**src/rtl/tweet_pkg.sv**
```systemverilog
// Shared types and constants for the tweetboard message-RAM scheduler.
package tweet_pkg;

    typedef enum logic [2:0] {
        IDLE,
        CLR,
        WR,
        RD,
        RDW
    } state_t;

    localparam int               VALID_BIT  = 15;
    localparam logic [7:0]       BS_CHAR    = 8'h08;
    localparam int               WORD_W     = 16;
    localparam logic [WORD_W-1:0] EMPTY_WORD = '0;

    function automatic logic [WORD_W-1:0] char_word(input logic [7:0] c);
        return {1'b1, 7'b0, c};
    endfunction

    function automatic logic is_bs_char(input logic [7:0] c);
        return c == BS_CHAR;
    endfunction

endpackage

```
**src/rtl/ram_sweep.sv**
```systemverilog
// Address counter for the RAM clear sweep; o_next_addr is the word written after the current one.
module ram_sweep #(
    parameter int DEPTH = 256
) (
    input  logic       sysclk,
    input  logic       reset,
    input  logic       i_start,
    input  logic       i_step,
    output logic [7:0] o_next_addr,
    output logic       o_done
);

    logic [7:0] r_cnt;

    always_ff @(posedge sysclk) begin
        if (reset) begin
            r_cnt <= 8'd0;
        end else if (i_start) begin
            r_cnt <= 8'd0;
        end else if (i_step) begin
            r_cnt <= r_cnt + 8'd1;
        end
    end

    assign o_next_addr = r_cnt + 8'd1;
    assign o_done      = (r_cnt == 8'(DEPTH - 1));

endmodule

```
**src/rtl/tweet_ram_sched.sv**
```systemverilog
// Arbiter/sequencer sharing the single-port message RAM between clear, write and playback.
// Optional feature: define TWEET_BACKSPACE_EN to treat 8'h08 as a backspace.
module tweet_ram_sched
    import tweet_pkg::*;
#(
    parameter int MAX_LEN   = 160,
    parameter int CLR_DEPTH = 256
) (
    input  logic              sysclk,
    input  logic              reset,
    input  logic              clear_req,
    input  logic              wr_req,
    input  logic [7:0]        wr_data,
    input  logic              rd_start,
    input  logic              rd_req,
    input  logic [WORD_W-1:0] ram_data_out,
    output logic              ram_write,
    output logic [7:0]        ram_addr,
    output logic [WORD_W-1:0] ram_data_in,
    output logic              wr_ack,
    output logic              wr_drop,
    output logic              rd_ack,
    output logic              rd_valid,
    output logic              rd_end,
    output logic [7:0]        rd_data,
    output logic              busy,
    output logic [7:0]        count
);

    localparam logic [7:0] MAX_W = 8'(MAX_LEN);

    state_t            r_state, w_state_nxt;
    logic [7:0]        r_wp, r_rp;
    logic              r_clr_pend;
    logic              r_ram_write, w_ram_write_nxt;
    logic [7:0]        r_ram_addr, w_ram_addr_nxt;
    logic [WORD_W-1:0] r_ram_data_in, w_ram_data_nxt;
    logic              w_clr_any, w_is_bs, w_has_room, w_rd_hit;
    logic              w_sweep_start, w_sweep_step, w_sweep_done;
    logic [7:0]        w_sweep_next;
    logic              w_unused_data;

`ifdef TWEET_BACKSPACE_EN
    assign w_is_bs = is_bs_char(wr_data);
`else
    assign w_is_bs = 1'b0;
`endif

    assign w_clr_any     = r_clr_pend | clear_req;
    assign w_has_room    = (r_wp < MAX_W);
    assign w_rd_hit      = ram_data_out[VALID_BIT];
    assign w_unused_data = ^ram_data_out[14:8];

    ram_sweep #(.DEPTH(CLR_DEPTH)) u_sweep (
        .sysclk      (sysclk),
        .reset       (reset),
        .i_start     (w_sweep_start),
        .i_step      (w_sweep_step),
        .o_next_addr (w_sweep_next),
        .o_done      (w_sweep_done)
    );

    always_comb begin
        w_state_nxt     = r_state;
        w_ram_write_nxt = 1'b0;
        w_ram_addr_nxt  = r_ram_addr;
        w_ram_data_nxt  = r_ram_data_in;
        w_sweep_start   = 1'b0;
        w_sweep_step    = 1'b0;
        wr_ack          = 1'b0;
        wr_drop         = 1'b0;
        rd_ack          = 1'b0;
        rd_valid        = 1'b0;
        rd_end          = 1'b0;
        rd_data         = 8'd0;
        case (r_state)
            IDLE: begin
                if (w_clr_any) begin
                    w_state_nxt     = CLR;
                    w_sweep_start   = 1'b1;
                    w_ram_write_nxt = 1'b1;
                    w_ram_addr_nxt  = 8'd0;
                    w_ram_data_nxt  = EMPTY_WORD;
                end else if (wr_req) begin
                    w_state_nxt = WR;
                    if (w_is_bs) begin
                        if (r_wp != 8'd0) begin
                            w_ram_write_nxt = 1'b1;
                            w_ram_addr_nxt  = r_wp - 8'd1;
                            w_ram_data_nxt  = EMPTY_WORD;
                        end
                    end else if (w_has_room) begin
                        w_ram_write_nxt = 1'b1;
                        w_ram_addr_nxt  = r_wp;
                        w_ram_data_nxt  = char_word(wr_data);
                    end
                end else if (rd_req) begin
                    w_state_nxt    = RD;
                    w_ram_addr_nxt = r_rp;
                end
            end
            CLR: begin
                w_sweep_step = 1'b1;
                if (w_sweep_done) begin
                    w_state_nxt = IDLE;
                end else begin
                    w_ram_write_nxt = 1'b1;
                    w_ram_addr_nxt  = w_sweep_next;
                    w_ram_data_nxt  = EMPTY_WORD;
                end
            end
            WR: begin
                w_state_nxt = IDLE;
                wr_ack      = w_is_bs | w_has_room;
                wr_drop     = ~(w_is_bs | w_has_room);
            end
            RD: begin
                if (r_rp == MAX_W) begin
                    w_state_nxt = IDLE;
                    rd_ack      = 1'b1;
                    rd_end      = 1'b1;
                end else begin
                    w_state_nxt = RDW;
                end
            end
            RDW: begin
                w_state_nxt = IDLE;
                rd_ack      = 1'b1;
                if (w_rd_hit) begin
                    rd_valid = 1'b1;
                    rd_data  = ram_data_out[7:0];
                end else begin
                    rd_end = 1'b1;
                end
            end
            default: w_state_nxt = IDLE;
        endcase
        // A reset cycle aborts the operation in flight, so no handshake may escape it.
        if (reset) begin
            wr_ack   = 1'b0;
            wr_drop  = 1'b0;
            rd_ack   = 1'b0;
            rd_valid = 1'b0;
            rd_end   = 1'b0;
        end
    end

    always_ff @(posedge sysclk) begin
        if (reset) begin
            r_state       <= IDLE;
            r_wp          <= 8'd0;
            r_rp          <= 8'd0;
            r_clr_pend    <= 1'b1;
            r_ram_write   <= 1'b0;
            r_ram_addr    <= 8'd0;
            r_ram_data_in <= '0;
        end else begin
            r_state       <= w_state_nxt;
            r_ram_write   <= w_ram_write_nxt;
            r_ram_addr    <= w_ram_addr_nxt;
            r_ram_data_in <= w_ram_data_nxt;

            // Pending stays set through the sweep so requests arriving mid-sweep are absorbed.
            if (r_state == CLR) begin
                if (w_sweep_done) begin
                    r_clr_pend <= 1'b0;
                end
            end else if (clear_req) begin
                r_clr_pend <= 1'b1;
            end

            if (r_state == CLR) begin
                if (w_sweep_done) begin
                    r_wp <= 8'd0;
                end
            end else if (r_state == WR) begin
                if (w_is_bs) begin
                    if (r_wp != 8'd0) begin
                        r_wp <= r_wp - 8'd1;
                    end
                end else if (w_has_room) begin
                    r_wp <= r_wp + 8'd1;
                end
            end

            if (r_state == CLR) begin
                if (w_sweep_done) begin
                    r_rp <= 8'd0;
                end
            end else if (rd_start) begin
                r_rp <= 8'd0;
            end else if (r_state == RDW && w_rd_hit) begin
                r_rp <= r_rp + 8'd1;
            end
        end
    end

    assign ram_write   = r_ram_write;
    assign ram_addr    = r_ram_addr;
    assign ram_data_in = r_ram_data_in;
    assign busy        = r_clr_pend;
    assign count       = r_wp;

endmodule

```
**config.mk**
```make
export PLATFORM = sky130hd
export DESIGN_NAME = tweet_ram_sched
export DESIGN_NICKNAME = d
export VERILOG_FILES = /design/src/rtl/tweet_pkg.sv /design/src/rtl/ram_sweep.sv /design/src/rtl/tweet_ram_sched.sv
export SDC_FILE = /design/constraint.sdc
export NUM_CORES = 1
export LEC_CHECK = 0
export CAP_MARGIN = 30
export CORE_MARGIN = 2
export CORE_UTILIZATION = 51
export DETAILED_ROUTE_END_ITERATION = 8
export PLACE_DENSITY = 0.95
export SYNTH_ARGS = -nofsm -noshare
export SYNTH_HDL_FRONTEND = slang
export SYNTH_SLANG_ARGS = --single-unit
export TNS_END_PERCENT = 5
```
**constraint.sdc**
```tcl
create_clock -name sysclk -period 2.9 [get_ports sysclk]
set_input_delay 0.435 -clock sysclk [delete_from_list [all_inputs] [get_ports sysclk]]
set_output_delay 0.435 -clock sysclk [all_outputs]
set_load 0.01 [all_outputs]
```
# [Word level (Yosys, flattened, before mapping)]
# Cells that the tools add are included.
[word_totals] register_bits=53 in_bits=30 output_inout_bits=47 wordCells=90
[op_classes] n_addsub=3 n_lt_le_gt_ge=1 eq_ne=12 mux=50 n_bitwise=2 n_reduce_logical=14
[op_table] cell="$mux 8" n=14
[op_table] cell="$mux 16" n=4
[op_table] cell="$pmux 16 s2" n=1
[op_table] cell="$add 8x1->8 const B" n=3
[op_table] cell="$mux 1" n=21
[op_table] cell="$eq 8x8->1 const B" n=2
[op_table] cell="$pmux 8 s2" n=1
[op_table] cell="$mux 3" n=5
[op_table] cell="$pmux 3 s3" n=1
[op_table] cell="$lt 8x8->1 const B" n=1
[op_table] cell="$ne 4x4->1 const B" n=2
[op_table] cell="$reduce_and 4->1" n=2
[op_table] cell="$reduce_bool 2->1" n=4
[op_table] cell="$eq 3x2->1 const B" n=2
[op_table] cell="$ne 3x3->1 const B" n=2
[op_table] cell="$pmux 1 s2" n=3
[op_table] cell="$reduce_and 2->1" n=3
[op_table] cell="$eq 3x1->1 const B" n=1
[op_table] cell="$eq 3x3->1 const B" n=1
[op_table] cell="$logic_not 3->1" n=1
[op_table] cell="$reduce_and 3->1" n=1
[op_table] cell="$reduce_bool 3->1" n=1
[op_table] cell="$ne 2x1->1 const B" n=1
[op_table] cell="$ne 2x2->1 const B" n=1
[op_table] cell="other kinds (4)" n=4

# [Logic depth before layout (Yosys ltp)]
# Gate-level depths: netlist (run 1).
[depth] depth_word=5 ltp_mapped=7 mapped_depth_nobuf=6

# [Modules after synthesis]
# From an unflattened synthesis (run 1), not the netlist that was laid out.
[hier_totals] hier_cells=321 area_unflattened_um2=2652.5
[modules_own_cells] module="tweet_ram_sched" instances=1 cells_per_inst=267 area_each_um2=2207.1
[modules_own_cells] module="ram_sweep" instances=1 cells_per_inst=54 area_each_um2=445.4

# [Worst setup path before layout (run 1)]
# No wires, ideal clock.
[synth_timing] path_type="register to register" startpoint="reg r_state[1]" endpoint="reg r_wp[6], in the netlist count[6]" setup_ps=132 arrival_ps=1783 slack_ps=985 path_stages_with_launch=7 period_less_slack_ps=1915 cell_sequence="dfxtp_1 > buf_6 > or3b_1 > buf_2 > or4_4 > a221oi_2 > nor3_1"
[synth_via] elab_chain_cells=3 word_cells_on_any_way=7 cone_classes="eq/ne: 3; mux: 1; reduce/logical: 3"
[synth_rtl] item="start: declaration" line="tweet_ram_sched.sv:32" rtl="state_t r_state, w_state_nxt;"
[synth_rtl] item="start signal: assignment" line="tweet_ram_sched.sv:158" rtl="r_state <= w_state_nxt;"
[synth_rtl] item="$eq 3x1->1 / $eq 3x2->1 (equally long branches)" line="tweet_ram_sched.sv:172, tweet_ram_sched.sv:176"
[synth_rtl] item="$ne 2x1->1 (no line) / $reduce_bool 2->1 (equally long branches)"
[synth_rtl] item="$reduce_and 3->1 (no line)"
[synth_rtl] item="end signal: assignment" line="tweet_ram_sched.sv:179" rtl="r_wp <= r_wp - 8'd1;"
[synth_rtl] item="end signal: assignment" line="tweet_ram_sched.sv:182" rtl="r_wp <= r_wp + 8'd1;"
[synth_rtl] item="end: declaration" line="tweet_ram_sched.sv:33" rtl="logic [7:0] r_wp, r_rp;"
# Parallel ways exist; a longest one is shown, timed or not.
# A chain may end at the register's enable or synchronous reset.

# [Worst setup path after layout (run 1)]
[layout_timing] startpoint="reg r_rp[0]" endpoint="out rd_end"
[layout_via] elab_chain_cells=4
[layout_rtl] item="start: declaration" line="tweet_ram_sched.sv:33"
[layout_rtl] item="start signal: assignment" line="tweet_ram_sched.sv:193" rtl="r_rp <= r_rp + 8'd1;"
[layout_rtl] item="$eq 8x8->1" line="tweet_ram_sched.sv:118" rtl="if (r_rp == MAX_W) begin"
[layout_rtl] item="$mux 1" line="tweet_ram_sched.sv:118"
[layout_rtl] item="$pmux 1 s2" line="tweet_ram_sched.sv:76" rtl="case (r_state)"
[layout_rtl] item="$mux 1" line="tweet_ram_sched.sv:139" rtl="if (reset) begin"
[layout_rtl] item="end: declaration" line="tweet_ram_sched.sv:24" rtl="output logic rd_end,"
# Every way passes these cells.

==> results.txt, run 1 <==
----------------------------------------------------
[Status]
  Result of the run ... complete, no violations

[Cells and area]
  Final standard cell utilization of the core ... 0.689
  Ratio of cells with drive above 1 in the final layout ... 0.0782
  NumNets Final ... 391
  Area occupied by registers ... 921 um^2
  Total area of multi-input combinational cells ... 1490 um^2
  Final Instance Count excl. Fillers ... 425
  Final non-filler cell area ... 3270 um^2
  Post-synthesis to final-layout area growth ... 29.1%
  Number of antenna repair diodes ... 0
  Filler cell count in the final layout ... 387

[Clock tree]
  Clock latency on the worst-skew pair ... 0.30 ns
  Clk sinks ... 46
  Clock Pin Slew Worst Setup and Hold Paths ... 0.09 ns
  Clock tree buffer depth ... 2
  TritonCTS Buffers ... 5
  Htree depth ... 2
  Number of buffers inserted by hold repair at cts ... 0
  TritonCTS clock tree ... built
  Setup repair bufs after CTS ... 0
  Clock root cell ... clkbuf_8

[Critical path]
  Arr. time, crit path ... 2.15 ns
  Most used cell, CP ... nand4b_1
  Worst path max stage delay ... 0.56 ns
  R2R setup slack ... 0.59 ns
  Critical Path, Cell by Cell ... inv_1, ha_1, nand4b_1, nor4_2, nand4b_1, a21oi_1, clkdlybuf4s50_1
  CP startpoint kind ... flip-flop
  Critical path's slowest cell ... clkdlybuf4s50_1
  Class of the most critical setup path ... reg -> out
  Endpoint kind of the worst setup timing path ... output pin
  Highest net fanout along the worst path ... 5
  Required arrival time at the worst endpoint ... 2.47 ns

[Power]
  Clock network fraction of total power ... 0.339
  Power density cells ... 367 nW/um^2
  Reg power frac ... 0.539
  Leakage ... 1.13 nW
  Int Power ... 0.000882 W
  P_sw ... 0.000320 W
  Combinational power share ... 0.122
  Switching share of total power ... 0.266
  Peak supply drop ... 0.203 mV

[Timing]
  Portion of the clock cycle consumed by the worst path in the final layout ... 0.891
  Post-route setup TNS ... 0 ns
  Tightest hold margin ... 0.471 ns
  Slew of the pin with the lowest slew margin ... 0.670 ns
  Clock period minus worst slack ... 2.59 ns
  Fmax achieved ... 387 MHz
  Number of pins exceeding their max-slew limit in the final report ... 0
  Worst Skew ... 0.00536 ns
  Total setup violations reported at the end of the flow ... 0
  Worst-case headroom to the max-slew limit ... 0.549
  RSZ-0062 raised after global routing ... no
  Final hold vios ... 0

[Drt]
  Post-DRT Antenna Nets ... 0
  Vias ... 2,528
  Number of search-and-repair iterations in the first detailed-routing pass ... 6
  Drt via density ... 5.95
  Mean routed wirelength per cell ... 16.2 um
  Remaining routing DRC violations ... 0
  Total wire length after detailed routing ... 6.90 mm
  Number of design-rule violations left by the first detailed-router iteration ... 216

[GRT]
  Antenna violations before repair ... 0
  Number of global-route vias before repair ... 2,205
  Remaining global-route overflow ... 0
  Overall Global Routing Usage ... 0.254
  Wire length of the first global-routing pass ... 10.8 mm
  Largest net degree at the start of global routing ... 22

[Logic synthesis]
  Count of different cell masters after synthesis ... 55
  Synth async-reset ratio ... 0
  Synthesized netlist cell count ... 301
  Post-synthesis register bit count ... 46
  Sequential area share after synthesis ... 0.363
  Post-synthesis average cell area ... 8.43 um^2
  Flip-flop cell with the highest count after synthesis ... dfxtp_1
  Syn Std Cell Area ... 2540 um^2
  Yosys warning total ... 0
  Count of flip-flops with a built-in enable after synthesis ... 0

[Placement]
  Sum of net half-perimeters after detailed placement ... 5.02 mm
  Total instance count after detailed placement ... 417
  Routability congestion estimate from global placement ... 0.842
  Total placed instance area ... 3180 um^2
  Port bufs ... 62

[Die]
  Std-Cell Rows ... 25
  Floorplan die area ... 5550 um^2
  Standard cell core area ... 4750 um^2
  Number of top-level design ports ... 77
  Starting density of the core ... 0.533
  Die width ... 74.5 um
  Die boundary height ... 74.5 um

[Min path]
  Class of the worst hold path ... reg -> reg

[Job]
  Number of max-capacitance violations reported ... 0

----------------------------------------------------
-- power groups by stage --
| stage | Sequential, W | Clock (W) | Combinational [W] |
|---|---|---|---|
| floorplan | 0.000662 | 0 | 0.0000828 |
| global placement | 0.000661 | 0 | 0.000139 |
| detailed placement | 0.000663 | 0 | 0.000144 |
| CTS | 0.000648 | 0.000413 | 0.000145 |
| global route | 0.000649 | 0.000430 | 0.000159 |
| finish | 0.000648 | 0.000407 | 0.000147 |
-- routing by layer --
metal / vias to the layer above / wire (um) / track usage / part of all wire
met5: - / 0 / 0 / 0
met4: 0 / 123 / 0.0675 / 0.018
met3: 13 / 676 / 0.0569 / 0.098
met2: 153 / 3310 / 0.438 / 0.48
met1: 1165 / 2800 / 0.320 / 0.41
li1: 1197 / - / - / -
-- worst max-delay path: cells and delay by family (launching register included) --
| family | cells | cell delay (ns) |
|---|---|---|
| AOI/OAI and AO/OA | 1 | 0.18 |
| DFF | 1 | 0.36 |
| and+or+nand+nor | 3 | 0.53 |
| buffers and inverters | 2 | 0.65 |
| adders and majority gates | 1 | 0.14 |
-- state kept, by name, indices dropped and copies added, names as in the netlist --
register,flops
count,8
ram_write,1
r_state,3
r_rp,8
u_sweep.r_cnt,8
ram_data_in,9
ram_addr,8
busy,1
-- through the flow --
stage	setup slack, ns	total power, W
6_report	0.315	0.00120
5_1_grt	0.117	0.00124
4_1_cts	0.180	0.00121
3_5_place_dp	0.394	0.000806
3_3_place_gp	0.455	0.000800
2_1_floorplan	0.985	0.000745
-- cell usage in the layout (no fill, tap or decap), types with 10 or more instances in the layout --
cell type	synthesis	layout
nor3_1	12	12
o21ai_0	13	13
mux2i_1	13	13
dfxtp_1	46	46
nor2_1	27	27
a21oi_1	13	13
nand2_1	30	30
clkdlybuf4s50_1	0	62
and2_1	12	12
xnor2_1	10	10
-- worst paths after layout --
path	startpoint	endpoint	cells after the start
max	r_rp[0]	rd_end	7
min	ram_addr[3]	ram_addr[3]	2
max reg2reg	u_sweep.r_cnt[0]	ram_data_in[4]	5
min reg2reg	ram_addr[3]	ram_addr[3]	2
-- timing repair --
item                                    in CTS  in global routing
resized for setup                            0                  1
endpoints found under the setup margin       0                  1
endpoints found under the hold margin        0                  0
-- synthesized netlist by cell type, types with 4 or more instances --
library cell / instances / area [um^2]
o21ai_0: 13 / 65.1
xnor2_1: 10 / 87.6
and3_1: 4 / 25.0
nor3_1: 12 / 60.1
nand3_1: 8 / 40.0
ha_1: 4 / 50.1
buf_2: 4 / 20.0
nand2_1: 30 / 113
nand4_1: 7 / 43.8
nor2_1: 27 / 101
nor3b_1: 4 / 30.0
buf_4: 8 / 60.1
mux2i_1: 13 / 130
a31oi_1: 5 / 31.3
dfxtp_1: 46 / 921
a21oi_1: 13 / 65.1
a21o_1: 5 / 37.5
a22o_1: 8 / 70.1
and2_1: 12 / 75.1
clkbuf_1: 8 / 30.0
inv_1: 5 / 18.8
-- kinds of logic (layout without fill, tap and decap cells) --
logic type,after synthesis,count (layout),synth area share
and+or+nand+nor,128,128,0.271
buffers and inverters,30,81,0.0617
AOI/OAI and AO/OA,64,64,0.178
xor gates and xnor gates,13,13,0.0449
other,1,7,0.00148
DFF,46,46,0.363
muxes,15,15,0.0602
adders and majority gates,4,4,0.0197
-- area by class of cell --
| type | count | area share |
|---|---|---|
| sequential | 46 | 0.281 |
| clock inverter | 3 | 0.00726 |
| inverter | 5 | 0.00573 |
| timing repair buffer | 68 | 0.203 |
| clock buffer | 5 | 0.0210 |
| tap | 67 | 0.0256 |
| multi-input combinational | 231 | 0.456 |
Note: power is estimated with default switching activity, not from simulation.
==> run 2, diff against run 1 <==
--- a/config.mk
+++ b/config.mk
@@ -6,7 +6,6 @@
 export NUM_CORES = 1
 export LEC_CHECK = 0
 export CAP_MARGIN = 30
-export CORE_MARGIN = 2
 export CORE_UTILIZATION = 51
 export DETAILED_ROUTE_END_ITERATION = 8
 export PLACE_DENSITY = 0.95
==> run 2 against run 1 <==
Cell area barely moved. Combinational power is essentially flat. Fmax is 7.8% lower. Power is essentially flat. Clock skew is 0.0045 ns higher. Critical path depth unchanged. Global-route usage is 1.6 points higher. Hold slack worse by 0.0053 ns. Clock-buffer cell count stayed put. Clock power about the same. Sequential power barely moved. Flip-flop and latch count unchanged. Largest power group unchanged.
==> results.txt, run 2 (synthesized netlist as in run 1, its figures left out) <==
----------------------------------------------------
[Status]
  Result of the run ... complete, no violations

[Timing]
  Worst-case headroom to the max-slew limit ... 0.533 (-0.0155)
  Number of pins exceeding their max-slew limit in the final report ... 0 (unchanged)
  Clock period minus worst slack ... 2.80 ns (+0.217 ns)
  Slew of the pin with the lowest slew margin ... 0.693 ns (+0.0230 ns)
  RSZ-0062 raised after global routing ... no
  Final hold vios ... 0 (unchanged)
  Total setup violations reported at the end of the flow ... 0 (unchanged)
  Worst Skew ... 0.00981 ns (+0.00446 ns)
  Tightest hold margin ... 0.466 ns (-0.00527 ns)
  Portion of the clock cycle consumed by the worst path in the final layout ... 0.966 (+0.0750)
  Post-route setup TNS ... 0 ns (unchanged)
  Fmax achieved ... 357 MHz (-7.8%)

[Power]
  Reg power frac ... 0.538 (about the same)
  Switching share of total power ... 0.266 (-0.000297)
  Int Power ... 0.000883 W (about the same)
  Combinational power share ... 0.124 (+0.002)
  PnR Total Power ... 0.00120 W (about the same)
  P_sw ... 0.000320 W (about the same)
  Clock network fraction of total power ... 0.338 (about the same)
  Peak supply drop ... 0.297 mV (+46%)
  Leakage ... 1.14 nW (+0.32%)
  Power density cells ... 367 nW/um^2 (about the same)

[Cells and area]
  Filler cell count in the final layout ... 369 (-4.7%)
  Flip-flop count of the largest register, all copies and words added ... 9 (unchanged)
  Final standard cell utilization of the core ... 0.689 (about the same)
  Top library cells by usage in the layout, fill and taps aside ... 62 x clkdlybuf4s50_1, 46 x dfxtp_1, 30 x nand2_1
  Number of antenna repair diodes ... 0 (unchanged)
  Commonest non-fill, non-tap cell in the layout ... clkdlybuf4s50_1
  Post-synthesis to final-layout area growth ... 29.2% (about the same)
  NumNets Final ... 392 (+0.26%)
  Ratio of cells with drive above 1 in the final layout ... 0.0780 (-0.000218)

[Critical path]
  Arr. time, crit path ... 2.37 ns (+0.22 ns)
  Endpoint kind of the worst setup timing path ... output pin
  Required arrival time at the worst endpoint ... 2.47 ns (about the same)
  Highest net fanout along the worst path ... 5 (unchanged)
  Number of cells on the worst reg-to-reg path ... 5 (unchanged)
  Class of the most critical setup path ... reg -> out
  CP startpoint kind ... flip-flop

[Die]
  Starting density of the core ... 0.533 (unchanged)
  Standard cell core area ... 4750 um^2 (unchanged)
  Die boundary height ... 72.5 um (-2.7%)
  Std-Cell Rows ... 25 (unchanged)
  Number of top-level design ports ... 77 (unchanged)
  Die width ... 72.5 um (-2.7%)
  Floorplan die area ... 5260 um^2 (-5.3%)

[Min path]
  Number of instances on the worst hold path ... 2 (unchanged)
  Class of the worst hold path ... reg -> reg

[Drt]
  Number of design-rule violations left by the first detailed-router iteration ... 233 (+7.9%)
  Number of search-and-repair iterations in the first detailed-routing pass ... 5 (-1)
  Total wire length after detailed routing ... 6.74 mm (-2.4%)
  Drt via density ... 5.93 (-0.31%)
  Mean routed wirelength per cell ... 15.8 um (-2.6%)
  Post-DRT Antenna Nets ... 0 (unchanged)
  Remaining routing DRC violations ... 0 (unchanged)
  Vias ... 2,526 (-0.079%)

[Clock tree]
  TritonCTS Buffers ... 5 (unchanged)
  Post-CTS Resized ... 0 (unchanged)
  Setup repair bufs after CTS ... 0 (unchanged)
  Clock root cell ... clkbuf_8
  Htree depth ... 2 (unchanged)
  Clock tree buffer depth ... 2 (unchanged)
  Clock Pin Slew Worst Setup and Hold Paths ... 0.09 ns (about the same)
  TritonCTS clock tree ... built
  Number of buffers inserted by hold repair at cts ... 0 (unchanged)
  Clock latency on the worst-skew pair ... 0.31 ns (about the same)
  Clk sinks ... 46 (unchanged)

[Placement]
  Sum of net half-perimeters after detailed placement ... 4.80 mm (-4.4%)
  Port bufs ... 62 (unchanged)
  Routability congestion estimate from global placement ... 0.894 (+6.2%)

[GRT]
  Wire length of the first global-routing pass ... 10.9 mm (+1.3%)
  Overall Global Routing Usage ... 0.269 (+0.0155)
  Number of global-route vias before repair ... 2,351 (+6.6%)
  Largest net degree at the start of global routing ... 20 (-9.1%)
  Antenna violations before repair ... 0 (unchanged)
  Remaining global-route overflow ... 0 (unchanged)

[Job]
  Number of max-capacitance violations reported ... 0 (unchanged)

----------------------------------------------------
run 2: changes by cell type in the layout (fill, tap and decap cells not counted):
| cell | change |
|---|---|
| nor4_1 | +1 |
| nor4_2 | -1 |
| buf_4 | +1 |
run 2: cell type report:
| class | count | area, um^2 | share of cell area |
|---|---|---|---|
| clock buffers | 5 | 68.8 | 0.0210 |
| well taps | 67 | 83.8 | 0.0256 |
| inverters | 5 | 18.8 | 0.00573 |
| clock inverters | 3 | 23.8 | 0.00726 |
| repair buffers | 69 | 673 | 0.206 |
| flip-flops and latches | 46 | 921 | 0.281 |
| multi-input cells | 231 | 1490 | 0.454 |
run 2: metrics by stage:
| step | cell area, um^2 | setup WS, ns | std cells |
|---|---|---|---|
| after floorplan | 2560 | 0.985 | 307 |
| after global placement | 3180 | 0.441 | 418 |
| after detailed placement | 3180 | 0.420 | 418 |
| after CTS | 3280 | 0.103 | 426 |
| after global routing | 3280 | 0.0129 | 426 |
| final | 3280 | 0.0975 | 426 |
run 2: metal layers:
metal	global-route usage	vias up	wire length, um
li1	-	1186	-
met1	0.344	1174	2790
met2	0.435	145	3170
met3	0.0611	21	611
met4	0.118	0	167
met5	0	-	0
run 2: path summary, 6_finish.rpt:
path	startpoint	to	slack, ns
max	r_rp[0]	rd_ack	0.1
max reg2reg	u_sweep.r_cnt[0]	ram_data_in[4]	0.61
min	ram_addr[2]	ram_addr[2]	0.47
min reg2reg	ram_addr[2]	ram_addr[2]	0.47
run 2: worst max-delay path, cell delays in order, from the launching register on:
cell and delay (ns):
dfxtp_1 0.36, inv_1 0.09, ha_1 0.14, nand4b_1 0.09
nor4_1 0.41, nand4b_1 0.23, a21oi_1 0.19, clkdlybuf4s50_1 0.55
run 2: power by group through the flow:
| stage | sequential [W] | combinational (W) | clock (W) |
|---|---|---|---|
| 4_1_cts | 0.000647 | 0.000147 | 0.000414 |
| 3_3_place_gp | 0.000661 | 0.000141 | 0 |
| 3_5_place_dp | 0.000662 | 0.000146 | 0 |
| 5_1_grt | 0.000648 | 0.000159 | 0.000442 |
| 2_1_floorplan | 0.000662 | 0.0000828 | 0 |
| 6_report | 0.000647 | 0.000149 | 0.000407 |
